--- src/rtl/fft_out_streamer.sv ---
`default_nettype none
// ============================================================================
//  Module      : fft_out_streamer
//  Description : Snapshots the FFT result bus on each completed transform and
//                streams the bins one per valid/ready handshake, each with an
//                |re|+|im| magnitude estimate. Optional bit-reversed to
//                natural order reordering.
//  Revision    : 1.0 - initial release
// ----------------------------------------------------------------------------
//  Ports
//    clk         in   system clock, rising edge
//    rst_n       in   asynchronous active-low reset
//    fft_finish  in   completion level from FFT core (rising edge = new frame)
//    fft_data    in   N packed words, word i = fft_data[i*MSB +: MSB]
//    out_valid   out  bin on out_* is valid
//    out_ready   in   consumer accepts on out_valid & out_ready
//    out_data    out  raw packed bin word {re, im}
//    out_mag     out  unsigned |re|+|im|
//    out_index   out  output position k
//    out_last    out  high with the bin at k == N-1
//    busy        out  frame being loaded or streamed
//    overrun     out  sticky: completion edge arrived while busy
// ============================================================================
module fft_out_streamer #(
    parameter int N       = 16,
    parameter int MSB     = 16,
    parameter int BIT_REV = 1
) (
    input  logic                   clk,
    input  logic                   rst_n,
    input  logic                   fft_finish,
    input  logic [MSB*N-1:0]       fft_data,
    output logic                   out_valid,
    input  logic                   out_ready,
    output logic [MSB-1:0]         out_data,
    output logic [MSB/2:0]         out_mag,
    output logic [$clog2(N)-1:0]   out_index,
    output logic                   out_last,
    output logic                   busy,
    output logic                   overrun
);

    localparam int LOG2N = $clog2(N);
    localparam int HALF  = MSB / 2;
    localparam int MAGW  = HALF + 1;

    typedef enum logic [1:0] {
        S_IDLE   = 2'd0,
        S_LOAD   = 2'd1,
        S_STREAM = 2'd2
    } state_t;

    state_t             state;
    state_t             state_next;
    logic               fin_q;
    logic               start;
    logic [MSB*N-1:0]   snap;
    logic               handshake;
    logic               capture;
    logic               present;
    logic               drop;
    logic [LOG2N-1:0]   pos_next;
    logic [LOG2N-1:0]   src_idx;
    logic [MSB-1:0]     src_word;
    logic [MAGW-1:0]    re_ext;
    logic [MAGW-1:0]    im_ext;
    logic [MAGW-1:0]    re_abs;
    logic [MAGW-1:0]    im_abs;
    logic [MAGW-1:0]    mag;

    // Rising edge only: a level held high across frames never re-triggers.
    assign start     = fft_finish & ~fin_q;
    assign handshake = out_valid & out_ready;
    assign busy      = (state != S_IDLE);

    // ------------------------------------------------------------------
    // State register
    // ------------------------------------------------------------------
    always_ff @(posedge clk or negedge rst_n) begin
        if (!rst_n) begin
            state <= S_IDLE;
        end else begin
            state <= state_next;
        end
    end

    // ------------------------------------------------------------------
    // Next-state and control decode
    // ------------------------------------------------------------------
    always_comb begin
        state_next = state;
        capture    = 1'b0;
        present    = 1'b0;
        drop       = 1'b0;
        pos_next   = '0;
        case (state)
            S_IDLE: begin
                if (start) begin
                    capture    = 1'b1;
                    state_next = S_LOAD;
                end
            end
            S_LOAD: begin
                present    = 1'b1;
                pos_next   = '0;
                state_next = S_STREAM;
            end
            S_STREAM: begin
                if (handshake) begin
                    if (out_index == LOG2N'(N - 1)) begin
                        drop       = 1'b1;
                        state_next = S_IDLE;
                    end else begin
                        // Next bin is loaded on the same edge as the
                        // handshake, so out_valid never drops mid-frame.
                        present  = 1'b1;
                        pos_next = out_index + LOG2N'(1);
                    end
                end
            end
            default: begin
                state_next = S_IDLE;
            end
        endcase
    end

    // ------------------------------------------------------------------
    // Buffer address: position k maps to word bitrev(k) or k
    // ------------------------------------------------------------------
    generate
        if (BIT_REV != 0) begin : g_bitrev
            for (genvar b = 0; b < LOG2N; b++) begin : g_bit
                assign src_idx[b] = pos_next[LOG2N-1-b];
            end
        end else begin : g_natural
            assign src_idx = pos_next;
        end
    endgenerate

    assign src_word = snap[int'(src_idx)*MSB +: MSB];

    // One extra bit of headroom makes abs(most-negative) exact and the
    // sum of two halves (max 2^HALF) fit without overflow.
    assign re_ext = {src_word[MSB-1],  src_word[MSB-1:HALF]};
    assign im_ext = {src_word[HALF-1], src_word[HALF-1:0]};
    assign re_abs = re_ext[MAGW-1] ? (MAGW'(0) - re_ext) : re_ext;
    assign im_abs = im_ext[MAGW-1] ? (MAGW'(0) - im_ext) : im_ext;
    assign mag    = re_abs + im_abs;

    // ------------------------------------------------------------------
    // Datapath registers
    // ------------------------------------------------------------------
    always_ff @(posedge clk or negedge rst_n) begin
        if (!rst_n) begin
            fin_q     <= 1'b0;
            snap      <= '0;
            out_valid <= 1'b0;
            out_data  <= '0;
            out_mag   <= '0;
            out_index <= '0;
            out_last  <= 1'b0;
            overrun   <= 1'b0;
        end else begin
            fin_q <= fft_finish;
            if (capture) begin
                snap <= fft_data;
            end
            if (present) begin
                out_valid <= 1'b1;
                out_data  <= src_word;
                out_mag   <= mag;
                out_index <= pos_next;
                out_last  <= (pos_next == LOG2N'(N - 1));
            end else if (drop) begin
                out_valid <= 1'b0;
                out_last  <= 1'b0;
            end
            // A new frame edge while busy is dropped; the stream in
            // flight is left untouched.
            if (start && (state != S_IDLE)) begin
                overrun <= 1'b1;
            end
        end
    end

endmodule
`default_nettype wire
--- config.mk ---
export PLATFORM = sky130hd
export DESIGN_NAME = fft_out_streamer
export DESIGN_NICKNAME = d
export VERILOG_FILES = /design/src/rtl/fft_out_streamer.sv
export SDC_FILE = /design/constraint.sdc
export NUM_CORES = 1
export LEC_CHECK = 0
export ABC_AREA = 1
export CAP_MARGIN = 30
export CELL_PAD_IN_SITES_DETAIL_PLACEMENT = 0
export CELL_PAD_IN_SITES_GLOBAL_PLACEMENT = 1
export CORE_MARGIN = 2
export CORE_UTILIZATION = 36
export DETAILED_ROUTE_END_ITERATION = 8
export DONT_BUFFER_PORTS = 1
export PLACE_DENSITY = 0.62
export SLEW_MARGIN = 20
export SYNTH_ARGS = -nofsm -noshare
export SYNTH_HDL_FRONTEND = slang
export SYNTH_SLANG_ARGS = --single-unit
--- constraint.sdc ---
create_clock -name clk -period 4.6 [get_ports clk]
set_clock_uncertainty 0.1 [all_clocks]
set_input_delay 0.69 -clock clk [delete_from_list [all_inputs] [get_ports clk]]
set_output_delay 0.69 -clock clk [all_outputs]
set_load 0.05 [all_outputs]
### Word-level counts from Yosys, hierarchy flattened

Cells that the tools add are included.

* register bits: 291
* output and inout bits: 33
* word-level logic and storage cells: 49

* add/subtract/negate cells: 4
* eq/ne operators: 7
* shifts and indexed selects: 1
* muxes and demuxes: 20
* bitwise logic cells: 3
* reduce and logical (&&, ||, !) cells: 5

Operators with widths (number)
* variable part select 256 x 9 -> 16 bit: 1
* two-way mux 9 bit: 2
* subtractor 1 x 8 -> 9 bit (first input constant): 2
* two-way mux 4 bit: 3
* two-way mux 1 bit: 10
* adder 9 bit: 1
* == test 4 bit (second input constant): 2
* two-way mux 2 bit: 3
* inequality test 2 bit (second input constant): 3
* case mux 2 bit (3 select lines): 1
* adder 4 x 1 -> 4 bit (second input constant): 1
* nonzero test 2 bit: 2
* AND reduction 3 bit: 1
* bitwise AND 1 bit: 2
* == test 2 x 1 -> 1 bit (second input constant): 1
* == test 2 bit (second input constant): 1
* zero test 2 bit: 1
* case mux 1 bit (2 select lines): 1
* logical AND 1 bit: 1
* inverter 1 bit: 1

### Longest topological paths before layout

Gate-level depths: netlist of run 1.

* depth in word-level cells: 8
* mapped depth: 31
* depth with buffers taken out: 29

### Least setup slack after synthesis of run 1

OpenSTA, ideal clock, no wires.

* kind: reg-to-reg
* start: reg out_index[0]
* end: reg out_mag[8]
* arrival: 4132 ps
* slack: 243 ps
* stages on the path, launching flop included: 26
* buffers on the path: 1
* clock period less this slack: 4357 ps
* path through: dfrtp_1 > ha_1 > nand2_1 > inv_1 > nor3_2 > clkbuf_1 > o21ai_0 > o211ai_1 > nand3_1 > nand2_1 > inv_2 > ha_1 > or2_2 > o21a_1 > inv_1 > fa_1 > nor2_1 > a211oi_1 > inv_1 > nand2_1 > inv_1 > or2_2 > a21oi_1 > nor2_1 > o21ai_0 > a21oi_1

* longest elaborated chain between the ends: 8
* elaborated cells on any way between the ends: 14

RTL lines
* from (decl): line 37 `output logic [$clog2(N)-1:0] out_index,`
* from (signal assigned): line 172 `out_index <= pos_next;`
* adder 4 x 1 -> 4 bit / == test 4 bit (equally long branches): line 117, 110
* two-way mux 4 bit (*): line 110 `if (out_index == LOG2N'(N - 1)) begin`
* two-way mux 4 bit (*): line 109 `if (handshake) begin`
* two-way mux 4 bit (*): line 96 `case (state)`
* variable part select 256 x 9 -> 16 bit (*): line 140 `assign src_word = snap[int'(src_idx)*MSB +: MSB];`
* subtractor 1 x 8 -> 9 bit: line 146 `assign re_abs = re_ext[MAGW-1] ? (MAGW'(0) - re_ext) : re_ext;`
* two-way mux 9 bit (*): line 146
* via re_abs[0]: line 67 `logic [MAGW-1:0] re_abs;`
* adder 9 bit (*): line 148 `assign mag = re_abs + im_abs;`
* to (signal assigned): line 171 `out_mag <= mag;`
* to (decl): line 36 `output logic [MSB/2:0] out_mag,`

The timed path passes the listed nets; every way through them passes the cells marked *.
A chain may end at the register's enable or synchronous reset.

### Worst setup path in the final report of run 1

* start: reg state[0]
* end: reg out_mag[8]

* longest elaborated chain between the ends: 6
* elaborated cells on any way between the ends: 10

RTL lines
* from (decl): line 53 `state_t state;`
* from (signal assigned): line 83 `state <= state_next;`
* == test 2 bit (*): line 96
* two-way mux 4 bit (*): line 96
* variable part select 256 x 9 -> 16 bit (*): line 140
* subtractor 1 x 8 -> 9 bit: line 146
* two-way mux 9 bit (*): line 146
* via re_abs[0]: line 67
* adder 9 bit (*): line 148

Marked as above.

==> key figures, run 1 <==
Clock tree
  – Worst-Skew Late Latency: 0.54 ns
  – CTS buffer count: 37
  – CTS tree: yes
  – Clock sinks: 291
  – Clock-pin slew on the worst setup and hold paths: 0.06 ns
  – Root Driver: clkbuf_16
  – H-tree depth: 2
  – Max Root-Sink Buffers: 3

Run status
  – Failing checks: negative hold slack
  – Outcome: complete, but fails checks

Setup path
  – Worst path slowest cell: dfrtp_1
  – WS Path Type: flop to flop
  – Critical Path AT: 4.60 ns
  – Req. time, crit path: 4.92 ns
  – Critical Path Start Type: flop
  – Worst R2R Start: state[0]
  – CP Capture Type: flop
  – CP Max Fanout: 12
  – Critical path origin: state[0]
  – CP max stage delay: 0.40 ns
  – CP Buf/Inv Count: 7
  – Family with the most delay on the worst path: simple AND/OR/NAND/NOR gates

GRT
  – Global-route wire length before repair: 67860 µm
  – Vias in the first global route: 10.80k
  – Largest net degree at the start of global routing: 292
  – Total Routing Usage GR: 0.2169
  – Grt ovf: 0
  – Initial antenna violation count: 11

Flow run
  – Max Cap Viol: 0

Timing
  – Final period util: 0.9307
  – Final Max Slew Viols: 0
  – PnR worst setup slack: 0.3190 ns
  – Worst slew pin tran: 1.284 ns
  – Endpoints failing setup: 0
  – Setup_tns: 0 ns
  – Final Hold Slack: -0.2502 ns
  – Fmax: 0.2336 GHz
  – Post-route minimum period: 4.281 ns
  – RSZ-0062 raised after global routing: false
  – Max_slew headroom: 0.1440
  – Final hold vios: 147

Die
  – Initial Utilization: 0.3667
  – Die height: 203.1 µm
  – Die ar.: 41250 µm²
  – I/O pin total: 293
  – Cell row count: 72
  – Die X: 203.1 µm
  – Core footprint: 38920 µm²

Finish
  – Area growth syn-to-layout: 15.06%
  – Layout cell share with drive strength beyond 1: 0.1827
  – Commonest non-fill, non-tap cell in the layout: dfrtp_1
  – Most frequent cells in the layout: 291 x dfrtp_1, 225 x nand2_1, 190 x nand3_1, 158 x inv_1, 154 x nor2_1
  – Non-Filler Instances: 2119
  – Fin nets: 1851

Synth
  – Sequential element share of the synthesized area: 0.5102
  – Post-synth ARST share: 1.000
  – Number of synthesized flops with an enable pin: 0
  – Syn avg cell area: 9.027 µm²
  – Synthesized area: 14270 µm²
  – Mapped Nets: 1856
  – Most used DFF post-synth: dfrtp_1
  – #FFs+latches synth: 291
  – Yosys warning total: 0
  – Mapped Cells: 1581
  – Cell variety after synth: 37

Pwr
  – Pwr Total: 11750 µW
  – PwrDens: 715.7 nW/µm²
  – Total leakage power: 0.007762 µW
  – Peak supply drop: 0.0003554 V

Place
  – Post-place setup slack: 0.04619 ns
  – Port Buf Inserts: 0
  – Final HPWL DP: 30980 µm
  – Placed cells: 2048
  – GP Congestion: 0.8129

Routing
  – DRT iter0 DRCs: 680
  – Vias per cell: 5.100
  – Vias post-DR: 10.81k
  – Antenna Nets Post-Route: 0
  – First drt pass iteration count: 5
  – DRC viols: 0
  – Total Wirelength: 44880 µm
  – Wire per inst: 21.18 µm

Hold path
  – Hold Path Class: input port to asynchronous set/reset pin
stage by stage:
stage,instance area (µm²),util
after global routing,16410,0.4218
final,16420,0.4220
after CTS,16240,0.4173
after floorplan,14270,-
after global placement,15000,0.3854
after detailed placement,15020,0.3861
cell type report:
type	instances	area, µm²
diodes	3	7.507
clock buffers	48	1060
clock inverters	13	155.1
fillers	3901	22500
inverters	169	638.1
multi-input cells	1019	5967
flip-flops and latches	291	7282
well taps	518	648.1
repair buffers	58	664.4
registers in the layout (all words and copies together) (netlist names):
register,cells
fin_q,1
out_data,16
out_index,4
out_last,1
out_mag,9
out_valid,1
overrun,1
snap,256
state,2
metal layers:
metal  GRT usage  up-vias  part of all wire
met3     0.05795       74             0.067
li1            -     5192                 -
met1      0.3066     5235              0.47
met5           0        -            0.0017
met2      0.3268      292              0.44
met4     0.06152       14             0.022
power breakdown:
part / total, µW / internal (µW) / switching [µW]
sequential: 4750 / 3780 / 972
combinational: 4080 / 1770 / 2310
clock: 2920 / 1790 / 1130
total: 11800 / 7330 / 4420
path summary, 6_finish.rpt:
path | end | slack [ns] | depth (start not counted)
max reg2reg | out_mag[8] | 0.32 | 26
min | snap[196] | -0.25 | 0
max | out_mag[8] | 0.32 | 26
min in group clk | fin_q | 0.08 | 0
max in group asynchronous | snap[244] | 3.61 | 0
min reg2reg | snap[154] | 0.40 | 1
cells in the mapped netlist (24+ instances only):
cell | number | share of area
o21ai_0 | 47 | 0.016
o211ai_1 | 32 | 0.017
clkbuf_1 | 59 | 0.016
a21oi_1 | 130 | 0.046
inv_1 | 161 | 0.042
mux2_2 | 131 | 0.10
nand3_1 | 193 | 0.068
nor2_1 | 156 | 0.041
nand2_1 | 234 | 0.062
nand3b_1 | 36 | 0.019
dfrtp_1 | 291 | 0.51
buf_2 | 24 | 0.0084
logic make-up (layout without fill, tap and decap cells):
family,after synthesis,in the layout,share of synthesized area
adders and majority gates,15,15,0.01368
muxes,131,131,0.1034
xor gates and xnor gates,8,8,0.004909
DFF,291,291,0.5102
AOI/OAI and AO/OA,227,227,0.08907
other,0,3,0
and+or+nand+nor,638,638,0.1996
buffers and inverters,271,288,0.07916
what timing repair did:
action | CTS | global route
endpoints found under the hold margin | 291 | 291
setup endpoints to repair | 0 | 4
gates resized for setup | 0 | 24
buffers inserted | 0 | 5
worst register-to-register path: cells and delay by family, from the launching register on:
kind / cells / cell delay (ns)
and+or+nand+nor: 11 / 1.46
buffers and inverters: 7 / 0.75
adders and majority gates: 3 / 0.68
AOI/OAI and AO/OA: 4 / 0.53
DFF: 1 / 0.40
xor gates and xnor gates: 1 / 0.23
Power figures use the tool's default switching activity.
==> inputs of run 2 (changes only) <==
--- a/config.mk
+++ b/config.mk
@@ -6,11 +6,14 @@
 export NUM_CORES = 1
 export LEC_CHECK = 0
 export ABC_AREA = 1
+export ABC_CLOCK_PERIOD_IN_PS = 4600
 export CAP_MARGIN = 30
 export CELL_PAD_IN_SITES_DETAIL_PLACEMENT = 0
 export CELL_PAD_IN_SITES_GLOBAL_PLACEMENT = 1
+export CORE_ASPECT_RATIO = 1.25
 export CORE_MARGIN = 2
 export CORE_UTILIZATION = 36
+export CTS_BUF_LIST = sky130_fd_sc_hd__clkbuf_8
 export DETAILED_ROUTE_END_ITERATION = 8
 export DONT_BUFFER_PORTS = 1
 export PLACE_DENSITY = 0.62
==> key figures, run 2 (synthesis results as in run 1) <==
Flow run
  – Max Cap Viol: 0

Clock tree
  – Root Driver: clkbuf_8
  – CTS buffer count: 50
  – Worst-Skew Late Latency: 0.64 ns
  – Max Root-Sink Buffers: 3
  – Clock-pin slew on the worst setup and hold paths: 0.06 ns
  – H-tree depth: 2
  – Hold-fix buffers, CTS: 1
  – CTS tree: yes
  – Clock sinks: 291

Setup path
  – R2R Setup Slk: 0.25 ns
  – R2R depth: 27
  – CP Max Fanout: 8
  – Req. time, crit path: 4.98 ns
  – Worst R2R Start: out_index[1]
  – R2r endpoint: out_mag[6]
  – WS Path Type: flop to flop
  – Critical Path Start Type: flop
  – Critical Path AT: 4.73 ns
  – CP Capture Type: flop

Pwr
  – Total leakage power: 0.007886 µW
  – Peak supply drop: 0.0002599 V
  – PwrDens: 688.6 nW/µm²

Die
  – I/O pin total: 293
  – Initial Utilization: 0.3648
  – Die height: 226.6 µm
  – Core footprint: 39120 µm²
  – Cell row count: 81
  – Die ar.: 41260 µm²
  – Die X: 182.1 µm

Timing
  – Final Hold Slack: -0.3315 ns
  – Max_slew headroom: 0.5824
  – Fmax: 0.2301 GHz
  – Post-route minimum period: 4.345 ns
  – Final hold vios: 291
  – Final period util: 0.9446
  – Final Max Slew Viols: 0
  – Endpoints failing setup: 0
  – Setup_tns: 0 ns
  – Worst slew pin tran: 0.6264 ns
  – PnR worst setup slack: 0.2550 ns

Routing
  – DRT iter0 DRCs: 674
  – Wire per inst: 21.20 µm
  – DRC viols: 0
  – Vias post-DR: 10.95k
  – Antenna Nets Post-Route: 0
  – First drt pass iteration count: 5
  – Total Wirelength: 45380 µm
  – Vias per cell: 5.119

Finish
  – Area growth syn-to-layout: 15.23%
  – Reg with most FFs: snap
  – # fillers: 3952
  – Fin nets: 1875
  – Layout cell share with drive strength beyond 1: 0.1960
  – Final core area utilization: 0.4204
  – Max reg flops: 256
  – Most frequent cells in the layout: 291 x dfrtp_1, 225 x nand2_1, 187 x nand3_1, 170 x inv_1, 155 x nor2_1
  – Commonest non-fill, non-tap cell in the layout: dfrtp_1
  – Largest registers: snap: 256 flops, out_data: 16 flops, out_mag: 9 flops

GRT
  – Grt ovf: 0
  – Vias in the first global route: 11.09k
  – Largest net degree at the start of global routing: 292
  – Global-route wire length before repair: 65980 µm
  – Initial antenna violation count: 15
  – Total Routing Usage GR: 0.2121

Place
  – Post-place setup slack: 0.09931 ns
  – GP Congestion: 0.8519
  – Final HPWL DP: 30960 µm
  – Port Buf Inserts: 0

Run status
  – Outcome: complete, but fails checks
  – Failing checks: negative hold slack

Hold path
  – Hold Path Class: input port to asynchronous set/reset pin
[run 2: changes by cell type in the layout (fill, tap and decap cells not counted), sizes merged]
cell | before | now
clkbuf | 50 | 70
inv | 169 | 180
diode | 3 | 9
buf | 56 | 60
bufinv | 3 | 1
nand2 | 236 | 238
clkinvlp | 3 | 2
dlygate4sd3 | 0 | 1
[run 2: how the worst max path moves through the flow]
stage                             from          to  cells past startpoint
after floorplan           out_index[0]  out_mag[8]                     25
after CTS                     state[0]  out_mag[8]                     27
after detailed placement      state[0]  out_mag[8]                     27
after global placement       out_ready  out_mag[8]                     25
after global routing      out_index[1]  out_mag[8]                     28
final                     out_index[1]  out_mag[6]                     27
[run 2: layout make-up]
class	instances	area, µm²	share of cell area
Inverter	169	639.4	0.03888
Clock inverter	21	125.1	0.007608
Sequential cell	291	7282	0.4428
Multi-Input combinational cell	1021	6006	0.3652
Clock buffer	64	880.8	0.05356
Timing Repair Buffer	67	867.1	0.05272
Antenna cell	9	22.52	0.001369
Tap cell	498	623.1	0.03789
[run 2: what timing repair did]
item | in CTS | in global routing
endpoints found under the setup margin | 0 | 3
resized for setup | 0 | 31
hold endpoints to repair | 292 | 291
setup buffers | 0 | 16
[run 2: report_power, final]
part / switching [µW] / internal (µW) / total (µW)
registers: 952 / 3780 / 4730
logic: 2390 / 1810 / 4210
clock network: 1090 / 1300 / 2390
total: 4440 / 6890 / 11300
[run 2: metal layers]
metal / wire length, µm / track usage
met5: 68 / 0
met4: 1566 / 0.09651
met2: 21200 / 0.3374
met3: 2912 / 0.05686
met1: 19630 / 0.2708
[run 2: metrics by stage]
step	area [µm²]	instances	total power, µW
detailed placement	14950	2021	8812
finish	16450	2140	11330
CTS	15970	2107	11250
global route	16440	2139	12190
global placement	14950	2021	8720
floorplan	14270	1581	7614
[run 2: worst max-delay path, stage by stage (launching register included)]
cell and delay (ns):
dfrtp_1 0.40, ha_1 0.21, nand2_2 0.10, nor2_4 0.05, nor2_4 0.25, nand2_8 0.17, buf_16 0.18, buf_12 0.13
nand2_1 0.05, o211ai_1 0.08, o211ai_1 0.10, nand3_1 0.11, nand2_2 0.11, inv_2 0.06, ha_1 0.27, or2_2 0.29
o21a_1 0.14, inv_2 0.07, fa_2 0.21, nor2_1 0.05, a211oi_1 0.20, inv_1 0.08, nand2_1 0.06, inv_1 0.05
or2_2 0.30, a21oi_4 0.16, xor2_1 0.14, o21ai_0 0.08
==> inputs of run 3 (changes only) <==
--- a/config.mk
+++ b/config.mk
@@ -5,7 +5,6 @@
 export SDC_FILE = /design/constraint.sdc
 export NUM_CORES = 1
 export LEC_CHECK = 0
-export ABC_AREA = 1
 export ABC_CLOCK_PERIOD_IN_PS = 4600
 export CAP_MARGIN = 30
 export CELL_PAD_IN_SITES_DETAIL_PLACEMENT = 0
@@ -16,7 +15,7 @@
 export CTS_BUF_LIST = sky130_fd_sc_hd__clkbuf_8
 export DETAILED_ROUTE_END_ITERATION = 8
 export DONT_BUFFER_PORTS = 1
-export PLACE_DENSITY = 0.62
+export PLACE_DENSITY = 0.59
 export SLEW_MARGIN = 20
 export SYNTH_ARGS = -nofsm -noshare
 export SYNTH_HDL_FRONTEND = slang
==> key figures, run 3 <==
GRT
  – Total Routing Usage GR: 0.2193
  – Global-route wire length before repair: 63910 µm
  – Vias in the first global route: 9954
  – Grt ovf: 0
  – Initial antenna violation count: 23
  – Largest net degree at the start of global routing: 292

Clock tree
  – CTS buffer count: 49
  – CTS tree: yes
  – Max Root-Sink Buffers: 3
  – Hold-fix buffers, CTS: 1
  – Clock sinks: 291
  – Root Driver: clkbuf_8
  – Worst-Skew Late Latency: 0.62 ns
  – H-tree depth: 2
  – Clock-pin slew on the worst setup and hold paths: 0.06 ns

Place
  – GP Congestion: 0.8239
  – Placed cells: 1649
  – Final HPWL DP: 32130 µm
  – Area post-placement: 14700 µm²
  – Port Buf Inserts: 0

Timing
  – Final period util: 0.9418
  – Max_slew headroom: 0.3897
  – Worst slew pin tran: 0.9120 ns
  – Setup_tns: 0 ns
  – Final Hold Slack: -0.3262 ns
  – Fmax: 0.2308 GHz
  – Final Max Slew Viols: 0
  – Endpoints failing setup: 0
  – Final hold vios: 291
  – Post-route minimum period: 4.332 ns

Die
  – Die X: 179.1 µm
  – Die ar.: 39900 µm²
  – Die height: 222.8 µm
  – Core footprint: 37940 µm²
  – Cell row count: 80
  – I/O pin total: 293
  – Initial Utilization: 0.3636

Finish
  – Max reg flops: 256
  – Largest registers: snap: 256 flops, out_data: 16 flops, out_mag: 9 flops
  – Cell area after layout: 15880 µm²
  – Area growth syn-to-layout: 15.10%
  – Layout cell share with drive strength beyond 1: 0.3601
  – Most frequent cells in the layout: 290 x dfrtp_1, 263 x mux2_2, 178 x nand2_1, 66 x buf_4, 65 x clkbuf_8
  – Commonest non-fill, non-tap cell in the layout: dfrtp_1
  – Non-Filler Instances: 1751
  – Fin nets: 1487
  – Reg with most FFs: snap

Setup path
  – Worst path slowest cell: dfrtp_1
  – CP cell instances: ha_1 > xor2_1 > buf_12 > nand2_2 > nand2_1 > a211oi_1 > nor4b_1 > buf_4 > a31oi_2 > ha_1 > nor2_2 > a21oi_1 > ha_1 > a21o_1 > a21oi_2 > o21bai_1 > a21oi_1 > o21bai_1 > a21oi_1 > xor2_1 > o21ai_0
  – CP max stage delay: 0.40 ns
  – CP Capture Type: flop
  – Critical Path AT: 4.73 ns
  – Req. time, crit path: 4.99 ns
  – CP Buf/Inv Count: 2
  – WS Path Type: flop to flop
  – CP Max Fanout: 12
  – Family with the most delay on the worst path: compound AO/OA/AOI/OAI gates
  – Critical Path Start Type: flop

Routing
  – Antenna Nets Post-Route: 0
  – First drt pass iteration count: 5
  – DRC viols: 0
  – Total Wirelength: 43940 µm
  – DRT iter0 DRCs: 486
  – Vias per cell: 5.399
  – Vias post-DR: 9454
  – Wire per inst: 25.09 µm

Synth
  – Synth cell count leaders: 291 x dfrtp_1, 263 x mux2_2, 179 x nand2_1
  – Cell variety after synth: 67
  – Post-synth ARST share: 1.000
  – Syn avg cell area: 11.90 µm²
  – Most used DFF post-synth: dfrtp_1
  – Mapped Nets: 1434
  – Synthesized area: 13790 µm²
  – Sequential element share of the synthesized area: 0.5280
  – Synth area leader: dfrtp_1
  – #FFs+latches synth: 291
  – Cell with the most instances after synthesis: dfrtp_1
  – Yosys warning total: 0
  – Area share of the largest cell type after synthesis: 0.5280
  – Mapped Cells: 1159
  – Top post-synthesis cells by area: dfrtp_1 53%, mux2_2 21%, nand2_1 4.9%
  – Number of synthesized flops with an enable pin: 0

Pwr
  – Total leakage power: 0.007048 µW
  – Peak supply drop: 0.0002973 V
  – Pwr Total: 11630 µW
  – PwrDens: 732.5 nW/µm²

Hold path
  – Hold Path Class: input port to asynchronous set/reset pin

Flow run
  – Max Cap Viol: 0

Run status
  – Outcome: complete, but fails checks
  – Failing checks: negative hold slack
-- run 3: changes by cell type after synthesis, moves of 17 or more --
cell / before / now
nor2_1: 156 / 13
mux2_2: 131 / 263
inv_1: 161 / 10
nand2_1: 234 / 179
mux2i_1: 0 / 28
a21oi_1: 130 / 34
o21ai_0: 47 / 29
a31oi_1: 4 / 24
o211ai_1: 32 / 7
nand3b_1: 36 / 0
nand3_1: 193 / 56
clkbuf_1: 59 / 42
-- run 3: final cells by class --
class,count,area [µm²]
Fill cell,3678,22060
Sequential cell,291,7283
Multi-Input combinational cell,784,6205
Clock buffer,65,894.6
Timing Repair Buffer,76,668.1
Tap cell,492,615.6
Clock inverter,21,141.4
Inverter,10,37.54
Antenna cell,12,30.03
-- run 3: final timing paths --
path                            slack, ns      endpoint  cells after the start     startpoint
worst max-delay path                 0.27    out_mag[7]                     21   out_index[0]
worst min-delay path                -0.33  out_index[2]                      0          rst_n
worst max register to register       0.27    out_mag[7]                     21   out_index[0]
worst min register to register       0.40     snap[244]                      1      snap[244]
max in group asynchronous            4.31     snap[134]                      0          rst_n
min in group clk                     0.11     snap[145]                      1  fft_data[145]
-- run 3: worst reg2reg max path: cells and delay by family (launching register included) --
kind            cells  cell delay (ns)
xor+xnor            2             0.36
simple gates        4             0.66
compound gates     10             1.53
fa+ha+maj           3             0.83
buf+inv             2             0.34
flops               1             0.40
-- run 3: per-stage QoR --
| step | worst slack [ns] | utilization |
|---|---|---|
| global placement | -0.1682 | 0.3875 |
| finish | 0.2675 | 0.4185 |
| global route | -0.002215 | 0.4181 |
| floorplan | 0.1072 | - |
| detailed placement | -0.1400 | 0.3875 |
| CTS | 0.01619 | 0.4152 |
-- run 3: kinds of logic (layout without fill, tap and decap cells) --
kind of cell	Yosys count	in the layout	synth area share
compound gates	163	163	0.08092
xor+xnor	19	19	0.01397
buf+inv	84	172	0.02867
simple gates	294	294	0.09680
flops	291	291	0.5280
other cells	0	12	0
mux	293	293	0.2375
fa+ha+maj	15	15	0.01415
-- run 3: repair_timing --
action / in CTS / in global routing
pin swaps: 1 / 6
setup buffers: 0 / 3
resized for setup: 1 / 19
setup endpoints to repair: 4 / 4
endpoints found under the hold margin: 292 / 291
-- run 3: layer usage --
metal | GRT usage | share of wire
met5 | 0 | 0.0037
met4 | 0.08523 | 0.031
met3 | 0.07341 | 0.077
met2 | 0.3543 | 0.47
met1 | 0.2688 | 0.41
-- run 3: power breakdown --
part	total, µW	internal, µW	switching, µW
sequential	4950	3820	1130
clock	2450	1370	1080
combinational	4230	2240	1980
